[src/rtl/fetch_redirect_unit_pkg.sv]
// Shared definitions for the fetch redirect unit.
//   WORD            : architectural address width
//   PC_INCREMENT    : byte step between consecutive Thumb halfwords
//   THUMB_BIT_MASK  : clears the interworking bit of a branch target
//   fetch_state_t   : IDLE / FETCH / DRAIN
//   take_branch_ctrl_sig_t, flush_pipeline_sig_t : branch controller signal types
//   sat_inc         : saturating 32-bit increment used by the optional counters
package fetch_redirect_unit_pkg;

    localparam int WORD = 32;

    localparam logic [WORD-1:0] PC_INCREMENT   = 32'd2;
    localparam logic [WORD-1:0] THUMB_BIT_MASK = 32'hFFFF_FFFE;

    typedef enum logic [1:0] {
        IDLE  = 2'd0,
        FETCH = 2'd1,
        DRAIN = 2'd2
    } fetch_state_t;

    typedef logic take_branch_ctrl_sig_t;
    typedef logic flush_pipeline_sig_t;

    function automatic logic [31:0] sat_inc(input logic [31:0] v);
        return (v == 32'hFFFF_FFFF) ? v : v + 32'd1;
    endfunction

endpackage

[src/rtl/fetch_redirect_unit_skid.sv]
// One-entry holding register for a halfword that came back from memory while
// decode was stalled.
//   clk_i, reset_i  : clock, async active-high reset
//   load_i          : capture inst_i/pc_i and mark valid
//   drain_i         : entry has been moved to the decode outputs
//   clear_i         : discard entry (redirect / flush), wins over load
//   inst_i, pc_i    : incoming halfword and its address
//   valid_o, inst_o, pc_o : held entry
module fetch_skid_buffer
    import fetch_redirect_unit_pkg::*;
#(
    parameter int INST_W = 16
) (
    input  logic              clk_i,
    input  logic              reset_i,
    input  logic              load_i,
    input  logic              drain_i,
    input  logic              clear_i,
    input  logic [INST_W-1:0] inst_i,
    input  logic [WORD-1:0]   pc_i,
    output logic              valid_o,
    output logic [INST_W-1:0] inst_o,
    output logic [WORD-1:0]   pc_o
);

    logic              valid_q;
    logic [INST_W-1:0] inst_q;
    logic [WORD-1:0]   pc_q;

    always_ff @(posedge clk_i or posedge reset_i) begin
        if (reset_i) begin
            valid_q <= 1'b0;
            inst_q  <= '0;
            pc_q    <= '0;
        end else if (clear_i) begin
            valid_q <= 1'b0;
        end else if (load_i) begin
            valid_q <= 1'b1;
            inst_q  <= inst_i;
            pc_q    <= pc_i;
        end else if (drain_i) begin
            valid_q <= 1'b0;
        end
    end

    assign valid_o = valid_q;
    assign inst_o  = inst_q;
    assign pc_o    = pc_q;

endmodule

[src/rtl/fetch_redirect_unit.sv]
// Fetch-side consumer of the branch controller redirect interface. Owns the
// fetch PC, issues one halfword request at a time on a req/ack port and hands
// fetched instructions to decode.
//   clk_i, reset_i           : clock, async active-high reset
//   take_branch_i            : redirect to branch_target_i (bit0 dropped)
//   flush_pipeline_i         : kill decode-bound instruction, PC unchanged
//   branch_target_i          : redirect target
//   stall_i                  : decode cannot accept a new instruction
//   imem_req_o/addr_o        : request, held with its address until ack
//   imem_ack_i/rdata_i       : ack with data in the same cycle
//   instruction_o, program_counter_o, is_valid_o : decode interface
// Optional build macro FETCH_REDIRECT_STATS_EN adds redirect_count_o and
// drained_count_o (saturating event counters).
module fetch_redirect_unit
    import fetch_redirect_unit_pkg::*;
#(
    parameter logic [WORD-1:0] RESET_PC = 32'h0000_0000,
    parameter int              INST_W   = 16
) (
    input  logic                  clk_i,
    input  logic                  reset_i,
    input  take_branch_ctrl_sig_t take_branch_i,
    input  flush_pipeline_sig_t   flush_pipeline_i,
    input  logic [WORD-1:0]       branch_target_i,
    input  logic                  stall_i,
    output logic                  imem_req_o,
    output logic [WORD-1:0]       imem_addr_o,
    input  logic                  imem_ack_i,
    input  logic [INST_W-1:0]     imem_rdata_i,
    output logic [INST_W-1:0]     instruction_o,
    output logic [WORD-1:0]       program_counter_o,
    output logic                  is_valid_o
`ifdef FETCH_REDIRECT_STATS_EN
    ,
    output logic [31:0]           redirect_count_o,
    output logic [31:0]           drained_count_o
`endif
);

    fetch_state_t      state_q, state_d;
    logic [WORD-1:0]   pc_q, pc_d;
    logic [WORD-1:0]   req_addr_q, req_addr_d;
    logic              req_q, req_d;
    logic [INST_W-1:0] inst_q, inst_d;
    logic [WORD-1:0]   out_pc_q, out_pc_d;
    logic              valid_q, valid_d;

    logic              skid_load, skid_drain, skid_clear;
    logic              skid_valid;
    logic [INST_W-1:0] skid_inst;
    logic [WORD-1:0]   skid_pc;

    logic              ack;
    logic              pending_hold;
    logic [WORD-1:0]   target_aligned;

    assign ack            = req_q & imem_ack_i;
    // A request that is still out after this edge must keep its address.
    assign pending_hold   = req_q & ~imem_ack_i;
    assign target_aligned = branch_target_i & THUMB_BIT_MASK;

    fetch_skid_buffer #(
        .INST_W (INST_W)
    ) u_skid (
        .clk_i   (clk_i),
        .reset_i (reset_i),
        .load_i  (skid_load),
        .drain_i (skid_drain),
        .clear_i (skid_clear),
        .inst_i  (imem_rdata_i),
        .pc_i    (req_addr_q),
        .valid_o (skid_valid),
        .inst_o  (skid_inst),
        .pc_o    (skid_pc)
    );

    always_ff @(posedge clk_i or posedge reset_i) begin
        if (reset_i) begin
            state_q    <= IDLE;
            pc_q       <= RESET_PC;
            req_addr_q <= RESET_PC;
            req_q      <= 1'b0;
            inst_q     <= '0;
            out_pc_q   <= '0;
            valid_q    <= 1'b0;
        end else begin
            state_q    <= state_d;
            pc_q       <= pc_d;
            req_addr_q <= req_addr_d;
            req_q      <= req_d;
            inst_q     <= inst_d;
            out_pc_q   <= out_pc_d;
            valid_q    <= valid_d;
        end
    end

    always_comb begin
        state_d    = state_q;
        pc_d       = pc_q;
        req_addr_d = req_addr_q;
        req_d      = req_q;
        inst_d     = inst_q;
        out_pc_d   = out_pc_q;
        valid_d    = valid_q;
        skid_load  = 1'b0;
        skid_drain = 1'b0;
        skid_clear = 1'b0;

        if (take_branch_i) begin
            pc_d       = target_aligned;
            valid_d    = 1'b0;
            skid_clear = 1'b1;
            if (pending_hold) begin
                // old request still in flight; its address stays on the bus
                state_d = DRAIN;
            end else begin
                state_d    = FETCH;
                req_addr_d = target_aligned;
                req_d      = 1'b1;
            end
        end else begin
            case (state_q)
                IDLE: begin
                    state_d = FETCH;
                    req_d   = flush_pipeline_i | ~stall_i;
                end
                DRAIN: begin
                    if (flush_pipeline_i) begin
                        valid_d    = 1'b0;
                        skid_clear = 1'b1;
                    end
                    if (ack) begin
                        state_d    = FETCH;
                        req_addr_d = pc_q;
                        req_d      = flush_pipeline_i | ~stall_i;
                    end
                end
                FETCH: begin
                    if (flush_pipeline_i) begin
                        // acked data (if any) is dropped; same address is refetched
                        valid_d    = 1'b0;
                        skid_clear = 1'b1;
                        req_d      = 1'b1;
                    end else if (stall_i) begin
                        // req_d defaults to req_q: an outstanding request stays,
                        // no new one starts
                        if (ack) begin
                            skid_load  = 1'b1;
                            pc_d       = req_addr_q + PC_INCREMENT;
                            req_addr_d = req_addr_q + PC_INCREMENT;
                            req_d      = 1'b0;
                        end
                    end else begin
                        req_d = 1'b1;
                        if (ack) begin
                            inst_d     = imem_rdata_i;
                            out_pc_d   = req_addr_q;
                            valid_d    = 1'b1;
                            pc_d       = req_addr_q + PC_INCREMENT;
                            req_addr_d = req_addr_q + PC_INCREMENT;
                        end else if (skid_valid) begin
                            inst_d     = skid_inst;
                            out_pc_d   = skid_pc;
                            valid_d    = 1'b1;
                            skid_drain = 1'b1;
                        end else begin
                            valid_d = 1'b0;
                        end
                    end
                end
                default: begin
                    state_d = IDLE;
                    req_d   = 1'b0;
                end
            endcase
        end
    end

    assign imem_req_o        = req_q;
    assign imem_addr_o       = req_addr_q;
    assign instruction_o     = inst_q;
    assign program_counter_o = out_pc_q;
    assign is_valid_o        = valid_q;

`ifdef FETCH_REDIRECT_STATS_EN
    logic [31:0] redirect_cnt_q;
    logic [31:0] drained_cnt_q;
    logic        drain_ack;

    assign drain_ack = (state_q == DRAIN) & ack;

    always_ff @(posedge clk_i or posedge reset_i) begin
        if (reset_i) begin
            redirect_cnt_q <= '0;
            drained_cnt_q  <= '0;
        end else begin
            if (take_branch_i) redirect_cnt_q <= sat_inc(redirect_cnt_q);
            if (drain_ack)     drained_cnt_q  <= sat_inc(drained_cnt_q);
        end
    end

    assign redirect_count_o = redirect_cnt_q;
    assign drained_count_o  = drained_cnt_q;
`endif

endmodule

[config.mk]
export PLATFORM = sky130hd
export DESIGN_NAME = fetch_redirect_unit
export DESIGN_NICKNAME = d
export VERILOG_FILES = /design/src/rtl/fetch_redirect_unit_pkg.sv /design/src/rtl/fetch_redirect_unit_skid.sv /design/src/rtl/fetch_redirect_unit.sv
export SDC_FILE = /design/constraint.sdc
export NUM_CORES = 1
export LEC_CHECK = 0
export ABC_CLOCK_PERIOD_IN_PS = 8900
export CAP_MARGIN = 15
export CORE_ASPECT_RATIO = 1.25
export CORE_MARGIN = 2
export CORE_UTILIZATION = 58
export CTS_CLUSTER_DIAMETER = 120
export CTS_CLUSTER_SIZE = 14
export DETAILED_ROUTE_END_ITERATION = 10
export GPL_TIMING_DRIVEN = 0
export HOLD_SLACK_MARGIN = 0.05
export PLACE_DENSITY_LB_ADDON = 0.08
export SLEW_MARGIN = 25
export SYNTH_ARGS = -nofsm -noshare
export SYNTH_HDL_FRONTEND = slang
export SYNTH_SLANG_ARGS = --single-unit
[constraint.sdc]
create_clock -name clk_i -period 8.9 [get_ports clk_i]
set_input_delay 1.78 -clock clk_i [delete_from_list [all_inputs] [get_ports clk_i]]
set_output_delay 1.78 -clock clk_i [all_outputs]
set_load 0.02 [all_outputs]
==> impl_metrics.tcl, run 1 <==
set metrics [dict create \
    status "finished clean" \
    syn_inst 845 \
    cts_setup_buffers 0 \
    drc_errors 0 \
    portBuffers 134 \
    dieArea_sq_mm 0.01550 \
    clockPowerShare_pct 22.4 \
    finalNonFillerCells 1189 \
    synth_warnings 0 \
    regToRegSetupSlack_ns 6.26 \
    switching_share_pct 36.72 \
    required_ns 9.23 \
    drt_first_iter_violations 880 \
    seqPwrFrac_pct 37.3 \
    drt-pass1-iter-count 6 \
    core_area_sq_mm 0.01429 \
    period_minus_slack_ns 3.951 \
    drive_gt1_share_pct 12.86 \
    slew_viol_final 0 \
    die_w_microns 111.8 \
    die_h_microns 138.7 \
    first_global_vias 6967 \
    slew_headroom_pct 41.86 \
    cts_tree "done" \
    fill_cells 1066 \
    area_growth_pct 25.92 \
    overflow 0 \
    combPwrFrac_pct 40.4 \
    io-pin-count 136 \
    critPathKind "in2reg" \
    power_density_mw_per_mm2 308.5 \
    finalWirelength_mm 23.80 \
    wl_met2_mm 11.26 \
    synthTopCellsByArea "dfrtp_1 (49%), mux2_2 (5.9%), mux2i_1 (5.7%)" \
    ys_types 63 \
    clkSlewWorstSetupHoldPaths_ns 0.06 \
    antenna_found_initial 0 \
    dp_hpwl_mm 16.31 \
    wl_per_cell_microns 20.02 \
    synth-seq-area-share_pct 49.05 \
    place_congestion 0.9531 \
    setup_slack_ns 4.949 \
    hold_viol 0 \
    cts_resized 0 \
    worstMarginPinSlew_ns 0.8720 \
    worstPathMaxFanout 10 \
    htreeDepth 4 \
    grt_first_pass_wirelength_mm 37.37 \
    vias 7391 \
    avgSynthCellArea_sq_um 9.962 \
    final_util_pct 74.21 \
    cp.arrival_ns 4.28 \
    grt_max_degree 88 \
    syn-cell-area_sq_mm 0.008418 \
    max_freq_mhz 253.1 \
    synth_async_sr_flop_share_pct 100.0 \
    min_period_over_period_pct 44.39 \
    final_cell_mix "dfrtp_1 (165), clkdlybuf4s50_1 (134), nor2_1 (86), a21oi_1 (84)" \
    irDropWorstVdd_v 0.0001889 \
    root_buffer "clkbuf_16" \
    wl_met1_mm 9.821 \
    cap_violations 0 \
    dr_wl_met3_mm 2.086 \
    num_rows 49 \
    synth_edf_count 0 \
    dp_slack_ns 4.609 \
    hold_buffers 0 \
    nets 1057 \
    synth-main-ff-cell "dfrtp_1" \
    p_leak_nw 4.589 \
    power_switching_mw 1.201 \
    power.internal_mw 2.069 \
    start_util_pct 58.93 \
    setup_viol 0 \
    setup-tns-final_ns 0 \
    syn-num-nets 903 \
    total_power_mw 3.270 \
    antenna_cells 0 \
    final_common_cell "dfrtp_1" \
    cp-end-kind "flop" \
    top_layer "met4" \
    via_per_inst 6.216 \
    synth_seq_cells 165 \
    cts_made_buffers 17 \
    rsz0062_at_grt "false" \
    cts_buffer_depth 2 \
    grt_usage_pct 30.64 \
    clock-sinks 165 \
    ant_nets 0 \
    hp-class "reg2reg" \
    synth_top_area_share_pct 49.05 \
    clk_latency_ns 0.43 \
    dp.cells 1158 \
    post-synth-top-area-cell "dfrtp_1" \
    start_kind "input pin" \
    finClkSkew_ns 0.007148 \
]
## sequential cells by signal, indices dropped and copies added (netlist names)
register,count
imem_addr_o,32
pc_q,32
program_counter_o,32
u_skid.pc_o,32
instruction_o,16
u_skid.inst_o,16
state_q,2
imem_req_o,1
is_valid_o,1
u_skid.valid_o,1
## path summary, 6_finish.rpt
check                          startpoint  cells past startpoint                     to
max in group asynchronous         reset_i                      3                pc_q[9]
setup / recovery            take_branch_i                      7         imem_addr_o[9]
hold reg to reg            u_skid.pc_o[5]                      2         u_skid.pc_o[5]
setup reg to reg               state_q[1]                      8  program_counter_o[20]
min in group asynchronous         reset_i                      2       instruction_o[2]
hold / removal             u_skid.pc_o[5]                      2         u_skid.pc_o[5]
## synthesized netlist by cell type, types with 2 or more instances
cell type  count
o31a_1         4
a21o_1         3
nor2b_1        3
o311a_1        4
nor3_1         7
o211ai_1       3
o21ai_0       69
inv_1         13
o22ai_1        7
nor4_2         5
nand2_1       69
a221o_1        2
nor3b_1        2
a21boi_0       2
nor2_1        86
nand3_1       18
buf_1          4
nand4_1        3
a21oi_1       84
o221ai_1       2
a22o_1         3
and2_1         2
xnor2_1       21
and4_1         5
a22oi_1       14
xor2_1         5
a31oi_1        6
dfrtp_1      165
nor4_1         6
buf_2         28
or4_1          2
mux2_2        44
nand4_2        3
mux2i_1       48
ha_1           4
buf_4          6
a222oi_1       6
o31ai_1        3
clkbuf_1      35
and3_1        13
a221oi_1       2
o2bb2ai_1     13
## power groups by stage
stage,clock [mW],combinational (mW),sequential (mW)
floorplan,0,0.582,1.39
global placement,0,1.28,1.22
detailed placement,0,1.31,1.23
CTS,0.736,1.32,1.21
global route,0.768,1.41,1.25
finish,0.731,1.32,1.22
## area by class of cell
class | count | area, sq um | area share [%]
clock buffer | 20 | 456.7 | 4.308
sequential | 165 | 4129 | 38.95
tap | 178 | 222.7 | 2.101
inverter | 13 | 56.30 | 0.5312
multi-input combinational | 594 | 3909 | 36.87
clock inverter | 11 | 126.4 | 1.192
buffer | 73 | 331.6 | 3.128
timing repair buffer | 135 | 1369 | 12.91
## per-layer routing
metal	up-vias	track usage [%]
met5	-	0
met4	0	12.02
met3	61	6.119
met2	419	47.97
met1	3566	42.38
li1	3345	-
## per-stage QoR
| step | hold slack [ns] | cell area (sq um) |
|---|---|---|
| floorplan | 0.4492 | 8418 |
| global placement | 0.4613 | 9982 |
| detailed placement | 0.4699 | 10020 |
| CTS | 0.4841 | 10600 |
| global route | 0.5068 | 10600 |
| finish | 0.4804 | 10600 |
## critical path, cell delays in order
cell	delay, ns
clkdlybuf4s50_1	0.45
clkbuf_1	0.27
nor2_1	0.71
clkbuf_1	0.61
nand2_1	0.11
o311a_1	0.12
o21ai_0	0.22
## kinds of logic after synthesis
kind of cell    count (synthesis)  synth area share, %
buf+inv                        86                4.518
xor+xnor                       26                2.705
simple gates                  238                14.46
fa+ha+maj                       4               0.5946
compound gates                234                17.08
flops                         165                49.05
mux                            92                11.59
Power figures use the tool's default switching activity.
==> run 2, diff against run 1 <==
- ABC_CLOCK_PERIOD_IN_PS: 8900 -> 3200
- CORE_UTILIZATION: 58 -> 49
- clock period: 8.9 -> 3.2 ns (I/O delays scaled with it)
==> run 2 against run 1 <==
Against the previous run: global-route usage shrank 2.5 points; die area rose by 18%; final area is 1.6% higher; clock-buffer cell count shrank 2; critical path type unchanged; largest power group unchanged.
==> impl_metrics.tcl, run 2 (same netlist as run 1, synthesis figures left out) <==
set metrics [dict create \
    status "finished clean" \
    antenna_found_initial 0 \
    cts_tree "done" \
    power_density_mw_per_mm2 852.5 \
    total_power_mw 9.184 \
    clk_latency_ns 0.43 \
    period_minus_slack_ns 3.008 \
    critPathKind "in2reg" \
    vias 7266 \
    required_ns 3.53 \
    io-pin-count 136 \
    max_freq_mhz 332.4 \
    die_h_microns 150.5 \
    min_period_over_period_pct 94.00 \
    fill_cells 1459 \
    multiInputGateArea_sq_mm 0.003909 \
    worstPathCellList "clkdlybuf4s50_1 -> clkbuf_1 -> nor2_1 -> clkbuf_1 -> a222oi_1 -> o21ai_0" \
    finClkSkew_ns 0.01017 \
    antenna_cells 0 \
    cts_resized 0 \
    via_per_inst 5.874 \
    grt_first_pass_wirelength_mm 39.19 \
    clock-sinks 165 \
    hold_viol 0 \
    start_util_pct 49.98 \
    wl_per_cell_microns 20.32 \
    portBuffers 134 \
    setup_viol 0 \
    rsz0062_at_grt "false" \
    num_rows 53 \
    drc_errors 0 \
    first_global_vias 7034 \
    regArea_sq_mm 0.004129 \
    core_area_sq_mm 0.01684 \
    htreeDepth 4 \
    ant_nets 0 \
    hold_buffers 0 \
    final_cell_mix "dfrtp_1 (165), clkdlybuf4s50_1 (134), nor2_1 (86), a21oi_1 (84)" \
    crit_slowest_cell "nor2_1" \
    final_common_cell "dfrtp_1" \
    path_common_cell "clkbuf_1" \
    clkSlewWorstSetupHoldPaths_ns 0.07 \
    grt_max_degree 32 \
    die_w_microns 121.2 \
    drive_gt1_share_pct 13.47 \
    crit_path_max_incr_delay_ns 0.80 \
    cp.arrival_ns 3.34 \
    dieArea_sq_mm 0.01825 \
    start_kind "input pin" \
    area_growth_pct 27.97 \
    drt_first_iter_violations 751 \
    worstMarginPinSlew_ns 0.9427 \
    cts_made_buffers 17 \
    finalNonFillerCells 1237 \
    cap_violations 0 \
    overflow 0 \
    cp-end-kind "flop" \
    cts_setup_buffers 0 \
    root_buffer "clkbuf_16" \
    slew_headroom_pct 36.92 \
    dp.cells 1205 \
    dp_hpwl_mm 17.69 \
    hp-class "reg2reg" \
    drt-pass1-iter-count 5 \
    place_congestion 0.9235 \
    nets 1062 \
    p_leak_nw 4.646 \
    grt_usage_pct 28.18 \
    regToRegSetupSlack_ns 0.42 \
    irDropWorstVdd_v 0.0004091 \
    cts_buffer_depth 2 \
    slew_viol_final 0 \
    finalWirelength_mm 25.14 \
    worstPathMaxFanout 10 \
]
run 2: worst paths after layout:
kind | from | end | depth (start not counted)
hold reg to reg | u_skid.pc_o[1] | u_skid.pc_o[1] | 2
min in group asynchronous | reset_i | instruction_o[1] | 2
setup reg to reg | state_q[0] | imem_addr_o[6] | 6
max in group asynchronous | reset_i | imem_addr_o[21] | 5
setup / recovery | take_branch_i | imem_addr_o[6] | 6
hold / removal | u_skid.pc_o[1] | u_skid.pc_o[1] | 2
run 2: layout make-up:
cell class,instances,share of cell area [%]
sequential,165,38.33
inverter,13,0.4878
tap,220,2.555
clock buffer,18,4.077
buffer,73,3.078
clock inverter,14,1.487
multi-input combinational,594,36.28
timing repair buffer,140,13.71
run 2: power breakdown:
part	internal [mW]	switching (mW)	total, mW	leakage, nW
clock	1.19	0.901	2.09	0.299
sequential	2.87	0.521	3.39	2.04
combinational	1.71	1.99	3.70	2.31
run 2: routing by layer:
layer  vias to the layer above  part of all wire [%]  track usage, %
met5                         -                     0               0
met3                        54                   6.8           5.606
met4                         0                   2.4           10.80
met1                      3532                    42           37.45
met2                       317                    48           45.62
li1                       3363                     -               -
run 2: worst max-delay path, delay by kind of cell:
kind            cells  cell delay, ns
compound gates      2            0.43
buf+inv             3            1.45
simple gates        1            0.80
run 2: per-stage QoR:
stage	area [sq um]	setup TNS [ns]	worst slack (ns)	hold WS (ns)	util, %
after floorplan	8422	0	0.4612	0.4492	-
after global placement	10040	-165.30	-1.012	0.4606	59.60
after detailed placement	10170	-0.6780	-0.1204	0.4701	60.40
after CTS	10770	0	0.3044	0.4852	63.96
after global routing	10770	0	0.06521	0.5058	63.96
final	10770	0	0.1919	0.4802	63.96
==> run 3, diff against run 2 <==
- ABC_CLOCK_PERIOD_IN_PS: 3200 -> unset
- RECOVER_POWER: unset -> 50
==> run 3 against run 2 <==
Against the previous run: final area down 0.69%; combinational power down 3%; die area unchanged; highest routed layer unchanged; sequential power about the same; via count up 0.26%.
==> impl_metrics.tcl, run 3 (same netlist as run 1, synthesis figures left out) <==
set metrics [dict create \
    slew_viol_final 0 \
    irDropWorstVdd_v 0.0004091 \
    hold_viol 0 \
    hp-class "reg2reg" \
    combPwrFrac_pct 39.7 \
    drc_errors 0 \
    start_util_pct 49.98 \
    slew_headroom_pct 19.79 \
    worstMarginPinSlew_ns 1.203 \
    area_growth_pct 27.10 \
    cts_setup_buffers 0 \
    cts_tree "done" \
    overflow 0 \
    multiInputGateArea_sq_mm 0.003909 \
    finalNonFillerCells 1237 \
    top_layer "met4" \
    final_common_cell "dfrtp_1" \
    root_buffer "clkbuf_16" \
    io-pin-count 136 \
    dp.cells 1205 \
    core_area_sq_mm 0.01684 \
    grt_max_degree 32 \
    wl_met2_mm 12.13 \
    critPathKind "in2reg" \
    clockPowerShare_pct 23.1 \
    nets 1062 \
    p_leak_nw 4.656 \
    cp-endpoint "imem_addr_o[6]" \
    final_cell_mix "dfrtp_1 (165), clkdlybuf4s50_1 (92), nor2_1 (86), a21oi_1 (84)" \
    total_power_mw 9.066 \
    clock-sinks 165 \
    drive_gt1_share_pct 13.37 \
    htreeDepth 4 \
    setup-tns-final_ns 0 \
    first_global_vias 7034 \
    switching_share_pct 37.42 \
    required_ns 3.53 \
    cts_buffer_depth 2 \
    wl_per_cell_microns 20.27 \
    start_kind "input pin" \
    power_density_mw_per_mm2 847.4 \
    cap_violations 0 \
    seqPwrFrac_pct 37.3 \
    antenna_found_initial 0 \
    via_per_inst 5.889 \
    vias 7285 \
    hold_buffers 0 \
    worstPathMaxFanout 10 \
    power_switching_mw 3.393 \
    regToRegSetupSlack_ns 0.45 \
    die_w_microns 121.2 \
    dieArea_sq_mm 0.01825 \
    num_rows 53 \
    cp.arrival_ns 3.31 \
    ant_nets 0 \
    grt_first_pass_wirelength_mm 39.19 \
    power.internal_mw 5.673 \
    regArea_sq_mm 0.004129 \
    place_congestion 0.9235 \
    fill_cells 1471 \
    drt-pass1-iter-count 7 \
    finClkSkew_ns 0.01111 \
    cts_made_buffers 17 \
    rr_endpoint "imem_addr_o[6]" \
    die_h_microns 150.5 \
    crit_path_start "take_branch_i" \
    wl_met1_mm 10.38 \
    rsz0062_at_grt "false" \
    clk_latency_ns 0.43 \
    worstRegToRegCells 6 \
    finalWirelength_mm 25.08 \
    dp_hpwl_mm 17.69 \
    final_util_pct 63.52 \
    portBuffers 134 \
    cts_resized 0 \
    drt_first_iter_violations 773 \
    clkSlewWorstSetupHoldPaths_ns 0.07 \
    cp-end-kind "flop" \
    dr_wl_met3_mm 1.968 \
    max_freq_mhz 336.0 \
    period_minus_slack_ns 2.976 \
    min_period_over_period_pct 92.99 \
    setup_viol 0 \
    antenna_cells 0 \
    reg2reg_from "state_q[0]" \
    grt_usage_pct 28.18 \
    status "finished clean" \
]
-- run 3: cell types whose count changed in the layout (fill, tap and decap cells not counted), sizes merged --
cell	before	now
clkdlybuf4s50	134	92
clkbuf	53	57
dlygate4sd3	0	42
buf	44	40
-- run 3: power groups by stage --
stage          Clock [mW]  Combinational, mW  Sequential (mW)
4_1_cts              2.12               3.69             3.39
2_1_floorplan           0               1.62             3.88
3_3_place_gp            0               3.61             3.40
5_1_grt              2.21               3.90             3.47
3_5_place_dp            0               3.67             3.43
6_report             2.09               3.60             3.38
-- run 3: layout make-up --
cell class,instances,area share (%)
Buffer,73,3.099
Sequential cell,165,38.59
Timing Repair Buffer,140,13.13
Inverter,13,0.4678
Tap cell,220,2.573
Clock inverter,14,1.497
Multi-Input combinational cell,594,36.53
Clock buffer,18,4.105
-- run 3: critical path, cell delays in order --
cell and delay, ns:
clkdlybuf4s50_1 0.45, clkbuf_1 0.27, nor2_1 0.76, clkbuf_1 0.73, a222oi_1 0.19, o21ai_0 0.25
-- run 3: how the worst min path moves through the flow --
stage                      end  cells past startpoint       startpoint
2_1_floorplan   u_skid.pc_o[1]                      2   u_skid.pc_o[1]
3_3_place_gp    u_skid.pc_o[7]                      2   u_skid.pc_o[7]
3_5_place_dp    u_skid.pc_o[1]                      2   u_skid.pc_o[1]
4_1_cts         u_skid.pc_o[1]                      2   u_skid.pc_o[1]
5_1_grt        u_skid.pc_o[19]                      2  u_skid.pc_o[19]
6_report        u_skid.pc_o[1]                      2   u_skid.pc_o[1]
-- run 3: per-layer routing --
metal  GRT usage, %  up-vias
met1          37.45     3522
met4          10.80        0
met2          45.62      338
met5              0        -
met3          5.606       54
li1               -     3371
-- run 3: through the flow --
step	hold WS, ns	setup WS, ns	area [sq um]
2_1_floorplan	0.4492	0.4612	8422
3_3_place_gp	0.4606	-1.012	10040
3_5_place_dp	0.4701	-0.1204	10170
4_1_cts	0.4852	0.3044	10770
5_1_grt	0.5058	0.06521	10700
6_report	0.4805	0.2242	10700
